`src/rtl/pc_fetch_pkg.sv`:
```
// ============================================================================
// Module : pc_fetch_pkg
// Brief  : Shared constants, state encodings and next-PC helper for pc_fetch.
// Rev    : 1.0  initial release
// ============================================================================
`default_nettype none

package pc_fetch_pkg;

    localparam logic [31:0] c_PC_RESET_VECTOR = 32'hBFC00000;
    localparam int          c_INST_W          = 32;

    localparam logic [1:0] c_S_BOOT  = 2'd0;
    localparam logic [1:0] c_S_FETCH = 2'd1;
    localparam logic [1:0] c_S_HOLD  = 2'd2;

    // Advancing-cycle target: taken branch wins over sequential, +4 wraps mod 2^32.
    function automatic logic [31:0] f_pc_next(
        input logic [31:0] pc,
        input logic        branch,
        input logic [31:0] target
    );
        return branch ? target : (pc + 32'd4);
    endfunction

endpackage

`default_nettype wire

```
`src/rtl/pc_fetch.sv`:
```
// ============================================================================
// Module : pc_fetch
// Brief  : Program counter and instruction-bus fetch master feeding IF/ID.
//          Optional misaligned-fetch detection enabled by PC_ALIGN_CHECK_EN.
// Rev    : 1.0  initial release
// ============================================================================
`default_nettype none

module pc_fetch
    import pc_fetch_pkg::*;
#(
    parameter logic [31:0] RESET_VECTOR = c_PC_RESET_VECTOR,
    parameter int          INST_W       = c_INST_W
) (
    input  logic              clk,
    input  logic              rst,
    input  logic [5:0]        stall,
    input  logic              flush,
    input  logic [31:0]       new_pc,
    input  logic              branch_flag_i,
    input  logic [31:0]       branch_target_address_i,
    input  logic              ibus_ack_i,
    input  logic [INST_W-1:0] ibus_data_i,
    output logic              ibus_req_o,
    output logic [31:0]       ibus_addr_o,
    output logic [31:0]       pc,
    output logic [INST_W-1:0] inst_o,
    output logic              inst_valid_o,
    output logic              stallreq_from_pc,
    output logic              pc_adel_o
);

    logic [1:0]        r_state;
    logic [31:0]       r_pc;
    logic [31:0]       r_pend_pc;
    logic              r_flush_pend;
    logic [INST_W-1:0] r_inst;
    logic              r_inst_valid;
    logic              w_req;
    logic              w_unused_stall;

    assign w_unused_stall = &{1'b0, stall[5:1]};

`ifdef PC_ALIGN_CHECK_EN
    logic r_adel;
    logic w_misaligned;

    assign w_misaligned = (r_pc[1:0] != 2'b00);
    assign w_req        = (r_state == c_S_FETCH) && !w_misaligned;
    assign pc_adel_o    = r_adel;
`else
    assign w_req        = (r_state == c_S_FETCH);
    assign pc_adel_o    = 1'b0;
`endif

    assign ibus_req_o       = w_req;
    assign ibus_addr_o      = r_pc;
    assign pc               = r_pc;
    assign inst_o           = r_inst;
    assign inst_valid_o     = r_inst_valid;
    assign stallreq_from_pc = w_req && !ibus_ack_i;

    always_ff @(posedge clk) begin
        if (rst) begin
            r_state      <= c_S_BOOT;
            r_pc         <= RESET_VECTOR;
            r_pend_pc    <= 32'd0;
            r_flush_pend <= 1'b0;
            r_inst       <= '0;
            r_inst_valid <= 1'b0;
`ifdef PC_ALIGN_CHECK_EN
            r_adel       <= 1'b0;
`endif
        end else begin
            case (r_state)
                c_S_BOOT: begin
                    r_state <= c_S_FETCH;
                end

                c_S_FETCH: begin
`ifdef PC_ALIGN_CHECK_EN
                    // Misaligned PC never reaches the bus; emit one NOP and park until redirected.
                    if (w_misaligned) begin
                        if (flush) begin
                            r_pc         <= new_pc;
                            r_adel       <= 1'b0;
                            r_inst_valid <= 1'b0;
                        end else begin
                            r_inst       <= '0;
                            r_inst_valid <= !r_adel;
                            r_adel       <= 1'b1;
                        end
                    end else
`endif
                    if (ibus_ack_i) begin
                        if (flush || r_flush_pend) begin
                            r_inst_valid <= 1'b0;
                            r_pc         <= flush ? new_pc : r_pend_pc;
                            r_flush_pend <= 1'b0;
                        end else begin
                            r_inst       <= ibus_data_i;
                            r_inst_valid <= 1'b1;
                            if (stall[0]) begin
                                r_state <= c_S_HOLD;
                            end else begin
                                r_pc <= f_pc_next(r_pc, branch_flag_i, branch_target_address_i);
                            end
                        end
                    end else begin
                        // Request must stay up until ack; remember the redirect for then.
                        r_inst_valid <= 1'b0;
                        if (flush) begin
                            r_flush_pend <= 1'b1;
                            r_pend_pc    <= new_pc;
                        end
                    end
                end

                c_S_HOLD: begin
                    if (flush) begin
                        r_pc         <= new_pc;
                        r_inst_valid <= 1'b0;
                        r_state      <= c_S_FETCH;
                    end else if (!stall[0]) begin
                        r_pc    <= f_pc_next(r_pc, branch_flag_i, branch_target_address_i);
                        r_state <= c_S_FETCH;
                    end
                end

                default: begin
                    r_state <= c_S_BOOT;
                end
            endcase
        end
    end

endmodule

`default_nettype wire
```
`config.mk`:
```
export PLATFORM = sky130hd
export DESIGN_NAME = pc_fetch
export DESIGN_NICKNAME = d
export VERILOG_FILES = /design/src/rtl/pc_fetch_pkg.sv /design/src/rtl/pc_fetch.sv
export SDC_FILE = /design/constraint.sdc
export NUM_CORES = 1
export LEC_CHECK = 0
export BUFFER_PORTS_ARGS = -buffer_cell sky130_fd_sc_hd__buf_2
export CAP_MARGIN = 20
export CELL_PAD_IN_SITES_DETAIL_PLACEMENT = 1
export CELL_PAD_IN_SITES_GLOBAL_PLACEMENT = 1
export CORE_ASPECT_RATIO = 1.25
export CORE_MARGIN = 4
export CORE_UTILIZATION = 38
export DETAILED_ROUTE_END_ITERATION = 7
export GPL_TIMING_DRIVEN = 0
export PLACE_DENSITY_LB_ADDON = 0.1
export SLEW_MARGIN = 20
export SYNTH_ARGS = -nofsm -noshare
export SYNTH_HDL_FRONTEND = slang
export SYNTH_SLANG_ARGS = --single-unit
```
`constraint.sdc`:
```
create_clock -name clk -period 5.3 [get_ports clk]
set_input_delay 0 -clock clk [delete_from_list [all_inputs] [get_ports clk]]
set_output_delay 0 -clock clk [all_outputs]
set_load 0.05 [all_outputs]
```
==> metrics.txt <==
Post-Place Cells=1181; sequential cell area fraction in the yosys report=34.36%; minimum clock period=2.712 ns; internal power=1409 µW; most area-hungry cell type in the Yosys netlist=dfxtp_1; Layout Utilization=53.52%; number of global-route vias before repair=7853; switching power of the nets=764.6 µW; Peak Freq=0.3687 GHz; H-tree Lvls=3; Final Hold Viols=0; largest net degree at the start of global routing=18; Synth Area in Compound Gates=27.55%; CTS buffer count=9; final period utilization=51.17%; Final #Nets=1182; Clock Power Share=35.1%; Switching Share=35.18%; top_reg_cell synth=dfxtp_1; register area=2002 µm²; Crit Path Max Fanout=10; Pins Over Slew Limit=0; via density per instance=5.929; row cnt=50; Post-CTS Setup Inserts=0; reg-to-reg startpoint=r_state[1]; share of the synthesized area in the top cell type=34.36%; drt drc=0; Cell variety after synth=71; Comb power frac=26.6%; Worst setup startpoint=r_state[1]; Max Root-Sink Buffers=2; XOR/XNOR Fraction of Synth Area=0.1503%; cells after synthesis=800; final setup fails=0; max cap viols=0; setup TNS=0 ns; Reg2Reg Depth=7; I/O pin count=207; Worst Path Required=5.53 ns; gpl congestion=0.9317; DR vias=7482; Clock transition at path regs=0.07 ns; Post-Synthesis Net Count=908; Post-Synth Simple-Gate Area=25.88%; WHS Endpoint=ibus_addr_o[19]; drt pass-1 iters=5; post-CTS sizing=0; die footprint=17390 µm²; syn avg cell area=7.284 µm²; Min-Delay Path Class=in2reg; CTS tree=yes; RSZ-0062 raised after global routing=false; Setup CP Type=reg2reg; final antenna-violating net count=0; sequential power share=38.2%; CP startpoint kind=flip-flop; Initial Util=38.81%; Global Route Usage Sum=31.18%; area occupied by multi-input gates=3286 µm²; synthesized cell area=5827 µm²; worst-margin pin slew=0.8684 ns; DP HPWL=19.10 mm; cell breakdown of the critical path=nor2b_1 > buf_2 > clkbuf_1 > clkbuf_1 > nor2_1 > a21oi_1 > a21oi_1; asr flop ratio synth=0%; Final Skew=0.005569 ns; Worst-Skew Late Latency=0.36 ns; first-pass GRT wire length=43.27 mm; drt wl/cell=22.03 µm; die height=146.4 µm; ratio of cells with drive above 1 in the final layout=25.86%; Core Region=15010 µm²; Reg2Reg Setup Slack=2.59 ns; commonest non-fill, non-tap cells in the layout=buf_2 (209), nand2_1 (161), a21oi_1 (116), dfxtp_1 (100), dlygate4sd3_1 (64); Area Growth Syn to Fin=37.90%; Post-Synth Adder-Cell Area=0.3865%; worst hold stages=4; Post-synth EDFFs=0; #FFs+latches synth=100; clock sinks=100; GRT Residual Overflow=0; Fill cells=1932; CP Capture Type=flip-flop; initial DRC count=512; Critical R2R Capture=ibus_addr_o[7]; multiplexer share of the synthesized area=2.233%; IR Drop Worst-Case VDD=0.1389 mV; CP peak stage delay=0.60 ns; root buffer cell=clkbuf_16; final non-filler cell total=1262; top post-synthesis cells by area=dfxtp_1 (34%), nand2_1 (10%), a21oi_1 (10%), buf_4 (4.3%), nor2_1 (3.6%); port bufs=199; Die X=118.8 µm; PD cells=270.5 nW/µm²; commonest non-fill, non-tap cell in the layout=buf_2; main combinational cell family by area after synthesis=compound AO/OA/AOI/OAI gates; status=completed; Crit-path slowest cell=clkbuf_1; Leak Pwr=0.003337 µW; CP arrival=2.95 ns; hold path start=branch_target_address_i[19]; normalized max-slew margin=42.11%; Warnings, synthesis=0; initial antenna violation count=0; DRT Wirelength=27.80 mm
critical path: cells and delay by family, from the launching register on:
family	cells	cell delay (ns)
buffers and inverters	3	1.36
DFF	1	0.49
AOI/OAI and AO/OA	2	0.46
and+or+nand+nor	2	0.27
power groups by stage:
stage / logic (µW) / clock network, µW / registers [µW]
floorplan: 271 / 0 / 927
detailed placement: 529 / 0 / 847
global placement: 522 / 0 / 846
finish: 579 / 764 / 831
global route: 613 / 805 / 837
CTS: 568 / 771 / 829
state kept, by name (all words and copies together) (netlist names):
signal        flops
r_state           2
r_pend_pc        32
ibus_addr_o      32
inst_o           32
inst_valid_o      1
r_flush_pend      1
worst max path at each step:
| stage | cells after the start | endpoint |
|---|---|---|
| after CTS | 7 | ibus_addr_o[7] |
| final | 7 | ibus_addr_o[7] |
| after global routing | 7 | ibus_addr_o[7] |
| after floorplan | 7 | ibus_addr_o[29] |
| after global placement | 7 | ibus_addr_o[7] |
| after detailed placement | 7 | ibus_addr_o[7] |
layout make-up:
type	instances	share of cell area, %
antenna	1	0.03114
buffer	99	6.431
multi-input combinational	593	40.89
tap	182	2.834
inverter	8	0.3737
sequential	100	24.91
clock buffer	10	2.974
clock inverter	6	1.183
timing repair buffer	263	20.37
stage by stage:
step / worst slack [ns] / hold slack (ns) / total power [µW] / cell area [µm²]
after global placement: 2.776 / 0.2404 / 1368 / 7051
after CTS: 2.742 / 0.02201 / 2167 / 8025
after floorplan: 2.872 / 0.1360 / 1197 / 5827
after detailed placement: 2.749 / 0.2474 / 1376 / 7051
final: 2.588 / 0.03017 / 2173 / 8035
after global routing: 2.525 / 0.04232 / 2255 / 8033
cells in the mapped netlist (all sizes together) (9+ instances only):
cell type	count
a211oi	9
a21oi	117
a221oi	9
a31oi	10
buf	51
clkbuf	48
dfxtp	100
nand2	161
nand3	12
nand4	14
nor2	56
nor3	22
nor4	11
o21ai	29
o221ai	11
layer usage:
metal | routed length [µm] | part of all wire, % | vias to the layer above | GRT usage (%)
met1 | 10710 | 39 | 3561 | 37.58
met4 | 1228 | 4.4 | 0 | 14.49
li1 | - | - | 3423 | -
met5 | 0 | 0 | - | 0
met2 | 13400 | 48 | 408 | 52.49
met3 | 2462 | 8.9 | 90 | 7.207
cell families after synthesis:
group / Yosys count
adders and majority gates: 2
other: 1
DFF: 100
AOI/OAI and AO/OA: 254
buffers and inverters: 107
xor gates and xnor gates: 1
muxes: 12
and+or+nand+nor: 323
timing repair:
item	CTS	global route
hold buffers	64	0
endpoints found under the setup margin	0	0
endpoints found under the hold margin	67	0
No activity file was read; power rests on OpenSTA's default activity.
